**config.mk**
```make
export PLATFORM = sky130hd
export DESIGN_NAME = aes_192_sched
export DESIGN_NICKNAME = d
export VERILOG_FILES = /design/src/rtl/aes_192_sched.sv
export SDC_FILE = /design/constraint.sdc
export NUM_CORES = 1
export LEC_CHECK = 0
export ABC_CLOCK_PERIOD_IN_PS = 2400
export BUFFER_PORTS_ARGS = -buffer_cell sky130_fd_sc_hd__buf_2
export CAP_MARGIN = 20
export CORE_AREA = 4 4 473 475
export DETAILED_ROUTE_END_ITERATION = 12
export DIE_AREA = 0 0 477 479
export GPL_ROUTABILITY_DRIVEN = 0
export SKIP_LAST_GASP = 1
export SYNTH_ARGS = -nofsm -noshare
export SYNTH_HDL_FRONTEND = slang
export SYNTH_HIERARCHICAL = 1
export SYNTH_SLANG_ARGS = --single-unit
```
**constraint.sdc**
```tcl
create_clock -name clk -period 2.4 [get_ports clk]
set_input_delay 0.12 -clock clk [delete_from_list [all_inputs] [get_ports clk]]
set_output_delay 0.12 -clock clk [all_outputs]
set_load 0.005 [all_outputs]
```
**src/rtl/aes_192_sched.sv**
```systemverilog
// Round-robin two-port scheduler and credit-based flow controller for a fully pipelined aes_192 core.
// Define AES_SCHED_CNT_EN to add the issue_cnt/done_cnt activity counters.
module aes_192_sched #(
  parameter int LATENCY = 25,
  parameter int DEPTH   = 4
) (
  input  logic         clk,
  input  logic         nreset,
  input  logic         req0_valid,
  output logic         req0_ready,
  input  logic [127:0] req0_state,
  input  logic [191:0] req0_key,
  input  logic         req1_valid,
  output logic         req1_ready,
  input  logic [127:0] req1_state,
  input  logic [191:0] req1_key,
  output logic [127:0] core_state,
  output logic [191:0] core_key,
  input  logic [127:0] core_out,
  output logic         rsp_valid,
  input  logic         rsp_ready,
  output logic [127:0] rsp_data,
  output logic         rsp_id,
  output logic         busy
`ifdef AES_SCHED_CNT_EN
  ,
  output logic [31:0]  issue_cnt,
  output logic [31:0]  done_cnt
`endif
);

  localparam int CW = $clog2(DEPTH) + 1;
  localparam int PW = $clog2(DEPTH);
  localparam logic [CW-1:0] DEPTH_C = CW'(DEPTH);

  logic [CW-1:0]      inflight_cnt_r;
  logic [CW-1:0]      fifo_cnt_r;
  logic [CW-1:0]      inflight_nxt_s;
  logic [CW-1:0]      fifo_nxt_s;
  logic [CW:0]        credit_s;
  logic               can_issue_s;
  logic               rr_ptr_r;
  logic               grant_s;
  logic               gnt_id_s;
  logic [LATENCY-1:0] tag_v_r;
  logic [LATENCY-1:0] tag_id_r;
  logic               push_s;
  logic               pop_s;
  logic               full_s;
  logic [127:0]       mem_data_r [DEPTH];
  logic               mem_id_r   [DEPTH];
  logic [PW-1:0]      wr_ptr_r;
  logic [PW-1:0]      rd_ptr_r;
  logic               rsp_valid_r;
  logic               busy_r;

  // Outstanding work is everything issued but not yet popped, so the FIFO can always absorb it.
  assign credit_s    = {1'b0, inflight_cnt_r} + {1'b0, fifo_cnt_r};
  assign can_issue_s = (credit_s < {1'b0, DEPTH_C});
  assign push_s      = tag_v_r[LATENCY-1];
  assign pop_s       = rsp_valid_r & rsp_ready;
  assign full_s      = (fifo_cnt_r == DEPTH_C);

  // Round-robin arbitration; nothing is granted while reset is asserted.
  always_comb begin
    grant_s  = 1'b0;
    gnt_id_s = 1'b0;
    if (nreset && can_issue_s) begin
      case ({req1_valid, req0_valid})
        2'b01: begin
          grant_s  = 1'b1;
          gnt_id_s = 1'b0;
        end
        2'b10: begin
          grant_s  = 1'b1;
          gnt_id_s = 1'b1;
        end
        2'b11: begin
          grant_s  = 1'b1;
          gnt_id_s = rr_ptr_r;
        end
        default: begin
          grant_s  = 1'b0;
          gnt_id_s = 1'b0;
        end
      endcase
    end else begin
      grant_s  = 1'b0;
      gnt_id_s = 1'b0;
    end
  end

  assign req0_ready = grant_s & ~gnt_id_s;
  assign req1_ready = grant_s & gnt_id_s;

  // Core input mux; idle cycles drive zeros to keep core toggling deterministic.
  always_comb begin
    core_state = 128'd0;
    core_key   = 192'd0;
    if (grant_s) begin
      if (gnt_id_s) begin
        core_state = req1_state;
        core_key   = req1_key;
      end else begin
        core_state = req0_state;
        core_key   = req0_key;
      end
    end else begin
      core_state = 128'd0;
      core_key   = 192'd0;
    end
  end

  // Next-state counters.
  always_comb begin
    inflight_nxt_s = inflight_cnt_r;
    fifo_nxt_s     = fifo_cnt_r;
    case ({grant_s, push_s})
      2'b10:   inflight_nxt_s = inflight_cnt_r + CW'(1);
      2'b01:   inflight_nxt_s = inflight_cnt_r - CW'(1);
      default: inflight_nxt_s = inflight_cnt_r;
    endcase
    case ({push_s, pop_s})
      2'b10:   fifo_nxt_s = fifo_cnt_r + CW'(1);
      2'b01:   fifo_nxt_s = fifo_cnt_r - CW'(1);
      default: fifo_nxt_s = fifo_cnt_r;
    endcase
  end

  // Counters, arbitration pointer and registered status outputs.
  always_ff @(posedge clk or negedge nreset) begin
    if (!nreset) begin
      inflight_cnt_r <= '0;
      fifo_cnt_r     <= '0;
      rr_ptr_r       <= 1'b0;
      rsp_valid_r    <= 1'b0;
      busy_r         <= 1'b0;
    end else begin
      inflight_cnt_r <= inflight_nxt_s;
      fifo_cnt_r     <= fifo_nxt_s;
      rsp_valid_r    <= (fifo_nxt_s != '0);
      busy_r         <= (inflight_nxt_s != '0) | (fifo_nxt_s != '0);
      if (grant_s) begin
        rr_ptr_r <= ~gnt_id_s;
      end else begin
        rr_ptr_r <= rr_ptr_r;
      end
    end
  end

  // Tag pipeline mirrors the core pipeline so the last stage lines up with core_out.
  always_ff @(posedge clk or negedge nreset) begin
    if (!nreset) begin
      tag_v_r  <= '0;
      tag_id_r <= '0;
    end else begin
      tag_v_r[0]  <= grant_s;
      tag_id_r[0] <= gnt_id_s;
      for (int i = 1; i < LATENCY; i++) begin
        tag_v_r[i]  <= tag_v_r[i-1];
        tag_id_r[i] <= tag_id_r[i-1];
      end
    end
  end

  // Response FIFO storage and write pointer.
  always_ff @(posedge clk or negedge nreset) begin
    if (!nreset) begin
      for (int i = 0; i < DEPTH; i++) begin
        mem_data_r[i] <= 128'd0;
        mem_id_r[i]   <= 1'b0;
      end
      wr_ptr_r <= '0;
    end else if (push_s) begin
      mem_data_r[wr_ptr_r] <= core_out;
      mem_id_r[wr_ptr_r]   <= tag_id_r[LATENCY-1];
      wr_ptr_r             <= wr_ptr_r + PW'(1);
    end else begin
      wr_ptr_r <= wr_ptr_r;
    end
  end

  // FIFO read pointer.
  always_ff @(posedge clk or negedge nreset) begin
    if (!nreset) begin
      rd_ptr_r <= '0;
    end else if (pop_s) begin
      rd_ptr_r <= rd_ptr_r + PW'(1);
    end else begin
      rd_ptr_r <= rd_ptr_r;
    end
  end

  assign rsp_valid = rsp_valid_r;
  assign busy      = busy_r;
  assign rsp_data  = mem_data_r[rd_ptr_r];
  assign rsp_id    = mem_id_r[rd_ptr_r];

`ifdef AES_SCHED_CNT_EN
  logic [31:0] issue_cnt_r;
  logic [31:0] done_cnt_r;

  // Free-running activity counters, wrapping modulo 2^32.
  always_ff @(posedge clk or negedge nreset) begin
    if (!nreset) begin
      issue_cnt_r <= 32'd0;
      done_cnt_r  <= 32'd0;
    end else begin
      issue_cnt_r <= issue_cnt_r + {31'd0, grant_s};
      done_cnt_r  <= done_cnt_r + {31'd0, pop_s};
    end
  end

  assign issue_cnt = issue_cnt_r;
  assign done_cnt  = done_cnt_r;
`endif

  aes_192_sched_chk u_chk (
    .clk    (clk),
    .nreset (nreset),
    .push   (push_s),
    .full   (full_s),
    .rdy0   (req0_ready),
    .rdy1   (req1_ready)
  );

endmodule

// Simulation-only property checks for the scheduler.
module aes_192_sched_chk (
  input logic clk,
  input logic nreset,
  input logic push,
  input logic full,
  input logic rdy0,
  input logic rdy1
);

  a_no_overflow: assert property (@(posedge clk) disable iff (!nreset) !(push && full))
    else $error("aes_192_sched: capture into a full response FIFO");

  a_one_ready: assert property (@(posedge clk) disable iff (!nreset) !(rdy0 && rdy1))
    else $error("aes_192_sched: both requesters granted");

endmodule
```
=== Word level (Yosys, flattened, before mapping) ===
Cells that the tools add are included.

* Bits in registers: 579
* Latch bits: 0
* RAM bits: 0
* Bits in read-only memories: 0
* Input bits: 773
* Output and inout port bits: 453
* Logic and storage cells: 69
* Memories kept: 0

* Add/subtract/negate cells: 7
* Multiply operators: 0
* Divide/modulo/power cells: 0
* Magnitude comparators: 4
* Eq/ne operators: 7
* Shift operators: 0
* Mux-type cells: 22
* Bitwise gates (word level): 7
* Reductions and logical operators: 5

{| class="wikitable"
|+ Operators with widths
! operator !! number
|-
| 2-to-1 mux 128 bit || 5
|-
| bitwise mux 512 bit || 1
|-
| 2-to-1 mux 192 bit || 2
|-
| binary-select mux 128 bit (select 2 bit) || 1
|-
| demux 128 bit (select 2 bit) || 1
|-
| one-hot mux 3 bit (2 select lines) || 2
|-
| equality test 2 bit (second input constant) || 4
|-
| adder 3 x 1 -> 3 bit (second input constant) || 2
|-
| equality test 2 x 1 -> 1 bit (second input constant) || 3
|-
| >= comparator 3 bit (second input constant) || 2
|-
| 2-to-1 mux 1 bit || 6
|-
| NOT 2 -> 3 bit || 2
|-
| nonzero test 3 bit || 2
|-
| subtractor 3 x 1 -> 3 bit (second input constant) || 2
|-
| adder 2 x 1 -> 2 bit (second input constant) || 2
|-
| adder 3 x 3 -> 4 bit || 1
|-
| bitwise mux 4 bit || 1
|-
| < comparator 4 x 3 -> 1 bit (second input constant) || 1
|-
| bitwise AND 1 bit || 3
|-
| < comparator 3 x 1 -> 1 bit (second input constant) || 1
|-
| OR reduction 3 bit || 1
|-
| binary-select mux 1 bit (select 2 bit) || 1
|-
| demux 1 bit (select 2 bit) || 1
|-
| logical AND 1 bit || 2
|-
| other kinds (3) || 3
|}

=== Logic depth before layout (Yosys ltp) ===
Gate-level depths: netlist of run 1.

* Depth after elaboration: 8
* Gate-level depth with buffers: 10

=== Worst setup path before layout of run 1 ===
Ideal clock, no wire load.

* Path kind: register to register
* Start point: register inflight_cnt_r[2]
* End point: register busy_r, in the netlist busy
* Library setup time: 0.140 ns
* Arrival time: 2.266 ns
* Required time: 2.260 ns
* Slack: -0.006 ns
* Cell stages (with the launch flop): 9
* Buffers on the path: 0
* Period minus slack after synthesis: 2.406 ns
* Path through: dfrtp_1 > ha_1 > nor4b_4 > nand3_1 > ha_1 > fa_1 > mux2_2 > nor2_1 > nand4_1

* Word-level cells in the longest chain between the ends: 8
* Elaborated cells between the ends (all ways): 11

{| class="wikitable"
|+ Ends and longest elaborated chain
! element !! RTL line !! text
|-
| start: declaration || 36 || <nowiki>logic [CW-1:0] inflight_cnt_r;</nowiki>
|-
| start signal: assignment || 139 || <nowiki>inflight_cnt_r <= inflight_nxt_s;</nowiki>
|-
| adder 3 x 3 -> 4 bit * || 58 || <nowiki>assign credit_s = {1'b0, inflight_cnt_r} + {1'b0, fifo_cnt_r};</nowiki>
|-
| < comparator 4 x 3 -> 1 bit * || 59 || <nowiki>assign can_issue_s = (credit_s < {1'b0, DEPTH_C});</nowiki>
|-
| logical AND 1 bit * || 68 || <nowiki>if (nreset && can_issue_s) begin</nowiki>
|-
| 2-to-1 mux 1 bit * || 68 ||
|-
| equality test 2 x 1 -> 1 bit or equality test 2 bit (tied branches) || 118 || <nowiki>case ({grant_s, push_s})</nowiki>
|-
| one-hot mux 3 bit (2 select lines) * || 118 ||
|-
| via inflight_nxt_s[1] || 38 || <nowiki>logic [CW-1:0] inflight_nxt_s;</nowiki>
|-
| nonzero test 3 bit * || 142 || <nowiki>busy_r <= (inflight_nxt_s != '0) | (fifo_nxt_s != '0);</nowiki>
|-
| bitwise OR 1 bit * || 142 ||
|-
| end signal: assignment || 142 ||
|-
| end: declaration || 55 || <nowiki>logic busy_r;</nowiki>
|}

The timed path passes the listed nets; every way through them passes the cells marked *.
A chain may end at the register's enable or synchronous reset.

=== Final worst setup path of run 1 ===
* Start point: register inflight_cnt_r[2]
* End point: output core_key[23]

* Word-level cells in the longest chain between the ends: 6
* Elaborated cells between the ends (all ways): 7

{| class="wikitable"
|+ Ends and longest elaborated chain
! element !! RTL line !! text
|-
| adder 3 x 3 -> 4 bit * || 58 ||
|-
| < comparator 4 x 3 -> 1 bit * || 59 ||
|-
| logical AND 1 bit * || 68 ||
|-
| 2-to-1 mux 1 bit || 68 ||
|-
| 2-to-1 mux 192 bit || 101 || <nowiki>if (gnt_id_s) begin</nowiki>
|-
| 2-to-1 mux 192 bit * || 100 || <nowiki>if (grant_s) begin</nowiki>
|-
| end: declaration || 18 || <nowiki>output logic [191:0] core_key,</nowiki>
|}

Every way passes the cells marked *; elsewhere a longest branch is shown, timed or not.

==> reports/qor.txt, run 1 <==
Fill cells = 23663
Net count after synthesis = 3253
First drt pass iteration count = 6
Status = finished, violations left
DR vias = 28012
Syn Area/Cell = 12.2 um2
P_leak = 20.3 nW
CTS root buf = clkbuf_16
CTS HTree Levels = 2
Period minus WS final = 2840 ps
Max-slew violation count = 0
Max rail drop VDD = 675 uV
Initial antenna violation count = 194
Worst setup margin = -437 ps
Num rows = 172
Clock skew = 22.9 ps
Vias in the first global route = 28059
Pwr Density = 1220 nW/um2
Failing checks = setup timing
FF-to-FF path depth = 9
Max Clk Rate = 0.352 GHz
DR iter-0 viols = 2041
DR vias/cell = 4.06
Reg-to-reg endpoint = busy
Final core occ = 0.215
Worst Path Arrival = 2720 ps
Reg2reg start = inflight_cnt_r[2]
Routed length per instance = 28.7 um
Overflow after GRT = 0
Synth top area share = 0.480
Post-route ant nets = 0
Chip height = 479 um
#FFs+latches synth = 579
Final hold viol count = 0
CTS Buf Count = 54
Area growth syn-to-layout = 56.2%
Slew @ Worst Pin = 917 ps
Pin count of the biggest net entering global routing = 167
GR Util All Layers = 0.163
Setup slack, reg-to-reg = -40 ps
Tcrit/Tclk final = 1.18
Final HPWL DP = 163000 um
Hold Path Class = input port to register
CTS tree = done
Final nets = 4640
First-pass GRT wire length = 255000 um
Final Cell Area = 47200 um2
DP Cell Count = 6475
IO Pins = 1226
Crit. End Element = primary output
Ranking of synthesized cells by area = dfrtp_1 48%, mux2_2 19%, mux4_2 9.6%
Initial Util = 0.138
DIE AREA = 228000 um2
Critical Path RT = 2280 ps
Clk sink count = 579
Max-cap viol count = 0
Longest Clk Path Bufs = 3
Die Span X = 477 um
DRC violations left = 0
Crit path launch = inflight_cnt_r[2]
Hold depth = 4
Port Buf Inserts = 1225
Startpoint types = register
Crit path to = core_key[23]
Clock-pin slew on the worst setup and hold paths = 60 ps
Clock Latency Late Sink = 630 ps
Synth Instances = 2470
Rel. slew slack = 0.389
CP Max Fanout = 9
Synth warn = 6
Mapped cell area = 30200 um2
Post-synthesis sequential area ratio = 0.480
Post-synth cell types = 27
Final std cells w/o fill = 6903
Unrepaired setup endpoints after global routing = true
Synth area leader = dfrtp_1
Placed Area = 40400 um2
CORE AREA = 219000 um2
Share of cells above drive strength 1 = 0.631
Pre-CTS setup slack = -306 ps
Finish-stage setup viols = 338
WL final = 198000 um
WS Path Type = register to primary output
synthesized netlist by cell type, drive strengths merged:
cell type / n
fa: 2
buf: 208
inv: 9
nand4: 1
nor2: 7
xnor2: 6
o21ai: 2
a21oi: 320
nor4b: 1
nand3: 323
mux4: 129
nand2b: 1
or2: 1
nand2: 330
dfrtp: 579
ha: 8
xor2: 3
mux2: 517
clkbuf: 20
and2: 2
mux2i: 1
power breakdown:
part | internal [mW] | switching [mW]
Combinational | 16.5 | 15.3
Clock | 4.87 | 3.91
Sequential | 14.6 | 2.26
metal layers:
layer  GRT usage  wire length, um
met1       0.176            69800
met2       0.285            98200
met3      0.0599            19600
met4      0.0688            10200
met5           0              133
through the flow:
step           hold WS, ps  power [mW]  TNS (ps)
6_report              41.9        57.4   -103330
5_1_grt               51.5        61.0   -146320
4_1_cts              0.308        55.3   -140880
3_5_place_dp           263        43.3     -1580
3_3_place_gp           251        42.5     -1950
2_1_floorplan         -176        30.6         0
worst max-delay path, cell delays in order, from the launching register on:
cell and delay [ps]:
dfrtp_1 410, ha_4 260, nor4b_4 290, buf_4 200
nand2_8 100, buf_12 180, buf_12 130, buf_16 120
a21oi_1 170, buf_4 220
cell usage in the layout (no fill, tap or decap), drive strengths merged, types with 3 or more instances in the layout:
master,n
ha,8
diode,130
buf,1406
dlygate4sd3,132
mux4,129
bufbuf,4
clkbuf,99
inv,13
a21oi,320
xor2,3
mux2,517
xnor2,6
nor2,7
clkinv,11
nand3,323
dfrtp,579
nand2,330
cell type report:
| cell class | count | area, um2 | area share |
|---|---|---|---|
| antenna | 130 | 325 | 0.00689 |
| clock buffer | 82 | 1600 | 0.0338 |
| clock inverter | 19 | 224 | 0.00475 |
| inverter | 9 | 33.8 | 0.000716 |
| multi-input combinational | 1654 | 15400 | 0.326 |
| sequential | 579 | 14500 | 0.307 |
| tap | 2871 | 3590 | 0.0761 |
| timing repair buffer | 1559 | 11500 | 0.244 |
flip-flops by register name (all words and copies together) (netlist names):
register,count
tag_v_r,25
wr_ptr_r,2
mem_data_r,512
rr_ptr_r,1
inflight_cnt_r,3
rsp_valid,1
fifo_cnt_r,3
rd_ptr_r,2
tag_id_r,25
busy,1
mem_id_r,4
cells by family after synthesis:
group,share of synthesized area
buf+inv,0.0483
xor+xnor,0.00261
mux,0.289
compound gates,0.0782
simple gates,0.0973
flops,0.480
fa+ha+maj,0.00464
worst min path at each step:
stage	start	slack (ps)	endpoint
2_1_floorplan	nreset	-180	busy
3_3_place_gp	nreset	250	mem_data_r[180]
3_5_place_dp	nreset	260	mem_data_r[473]
4_1_cts	req1_valid	0.3	tag_id_r[0]
5_1_grt	req0_valid	50	tag_v_r[0]
6_report	req1_valid	40	tag_id_r[0]
timing repair:
| item | 4_1_cts | 5_1_grt |
|---|---|---|
| resized for setup | 270 | 276 |
| hold buffers | 132 | 0 |
| pin swaps | 2 | 7 |
| cloned | 16 | 15 |
| endpoints found under the setup margin | 434 | 437 |
| endpoints found under the hold margin | 588 | 0 |
| setup buffers | 11 | 25 |
Note: power is estimated with default switching activity, not from simulation.
==> run 2, diff against run 1 <==
- PLACE_DENSITY: default -> 0.42
==> run 2 against run 1 <==
  * The flow still finishes with violations (setup timing)
  * Register-to-register slack got worse by 110 ps
  * Sequential power barely moved
  * Largest power group unchanged
  * Largest cell class unchanged
  * Final cell count rose by 3.5%
  * Setup slack got worse by 85 ps
  * Cell area rose by 3.2%
  * Combinational power fell by 2%
  * Critical path depth rose by 1
  * Critical path type unchanged
  * Critical endpoint is now core_state[42]
  * Global-route usage rose by 3.8 points
  * Via count rose by 7.3%
==> reports/qor.txt, run 2 (synthesized netlist as in run 1, its figures left out) <==
Status = finished, violations left
Failing checks = setup timing
P_leak = 20.9 nW
Tcrit/Tclk final = 1.22
CP Max Fanout = 7
Area growth syn-to-layout = 61.2%
CTS root buf = clkbuf_16
Hold Path Class = input port to register
NetSw = 22.6 mW
Die Span X = 477 um
Largest register by flop count = mem_data_r
Max Clk Rate = 0.342 GHz
Hold Slack = 140 ps
CTS HTree Levels = 3
WS Path Type = register to primary output
Routed length per instance = 33.9 um
CTS tree = done
Max-slew violation count = 0
Final core occ = 0.222
Min-Delay Startpoint = req0_valid
Pwr Density = 1220 nW/um2
Reg2reg start = inflight_cnt_r[2]
Final std cells w/o fill = 7142
DP Cell Count = 6573
Overflow after GRT = 0
Critical Path RT = 2280 ps
Fin Setup TNS = -131370 ps
Final nets = 4754
DRC violations left = 0
First drt pass iteration count = 6
Num rows = 172
Initial antenna violation count = 265
Top Registers = mem_data_r x512, tag_id_r x25, tag_v_r x25
Startpoint types = register
CORE AREA = 219000 um2
Initial Util = 0.138
Crit. End Element = primary output
Switching part of the total = 0.382
Port Buf Inserts = 1225
Slew @ Worst Pin = 943 ps
Crit path launch = inflight_cnt_r[2]
Clock-pin slew on the worst setup and hold paths = 60 ps
Share of cells above drive strength 1 = 0.641
Worst Path Arrival = 2800 ps
Post-route ant nets = 0
Logic pwr share = 0.527
Commonest cells after routing, fill and taps aside = 1144 x buf_2, 577 x dfrtp_1, 517 x mux2_2
Worst setup margin = -522 ps
DR vias/cell = 4.21
DR iter-0 viols = 2872
Longest Clk Path Bufs = 3
Most common cell after layout, fill and taps aside = buf_2
Seq pwr share = 0.285
Final HPWL DP = 202000 um
First-pass GRT wire length = 304000 um
Power Total = 59.2 mW
Max-cap viol count = 0
DR vias = 30043
IO Pins = 1226
Clk sink count = 579
Clock Latency Late Sink = 650 ps
Clk pwr share = 0.187
Period minus WS final = 2920 ps
Vias in the first global route = 29400
Finish-stage setup viols = 411
Chip height = 479 um
Final hold viol count = 0
DIE AREA = 228000 um2
Rel. slew slack = 0.371
CTS Buf Count = 66
Pint = 36.6 mW
Clock skew = 51.6 ps
Unrepaired setup endpoints after global routing = true
Max FFs per register = 512
Pin count of the biggest net entering global routing = 146
GR Util All Layers = 0.201
WL final = 242000 um
Max rail drop VDD = 601 uV
==> run 2: path summary, 6_finish.rpt <==
check	depth (start not counted)	to	slack, ps
max reg2reg	10	busy	-150
min in group asynchronous	3	mem_data_r[276]	170
max in group asynchronous	4	mem_data_r[124]	940
max	10	core_state[42]	-520
min reg2reg	0	tag_id_r[22]	300
min	5	tag_v_r[0]	140
==> run 2: through the flow <==
stage	setup WS [ps]	cell area, um2
final	-522	48700
after global placement	-353	40900
after floorplan	23.2	30200
after CTS	-588	46600
after global routing	-665	48500
after detailed placement	-337	40900
==> run 2: cell type report <==
type	instances	area, um2
Timing Repair Buffer	1659	11700
Clock inverter	31	576
Fill cell	23879	171000
Antenna cell	251	628
Sequential cell	579	14500
Tap cell	2871	3590
Inverter	9	33.8
Multi-Input combinational cell	1656	15900
Clock buffer	86	1830
==> run 2: critical path: stages, from the launching register on <==
cell and delay, ps:
dfrtp_1 410, ha_4 260, nor4b_4 260, buf_6 190
nand2_8 60, buf_12 150, buf_16 160, buf_4 150
buf_16 150, a21oi_4 200, buf_2 160
==> run 2: power by group through the flow <==
stage               combinational (mW)  clock [mW]  sequential [mW]
floorplan                         14.5           0             16.1
global placement                  26.5           0             16.9
detailed placement                26.7           0             17.1
CTS                               29.6        11.6             16.9
global route                      33.0        11.9             17.5
finish                            31.2        11.1             16.9
==> run 2: what timing repair did <==
action / CTS / global route
hold buffers: 132 / 0
hold endpoints to repair: 551 / 0
resized for setup: 239 / 225
setup endpoints to repair: 448 / 449
gates cloned: 13 / 14
pin swaps: 3 / 1
buffers inserted: 26 / 17
==> run 2: per-layer routing <==
metal,routed length (um),share of wire,global-route usage,vias up
li1,-,-,-,12212
met1,90900,0.38,0.235,15390
met2,110000,0.45,0.321,1869
met3,23200,0.096,0.0663,536
met4,17800,0.073,0.117,36
met5,206,0.00085,0,-
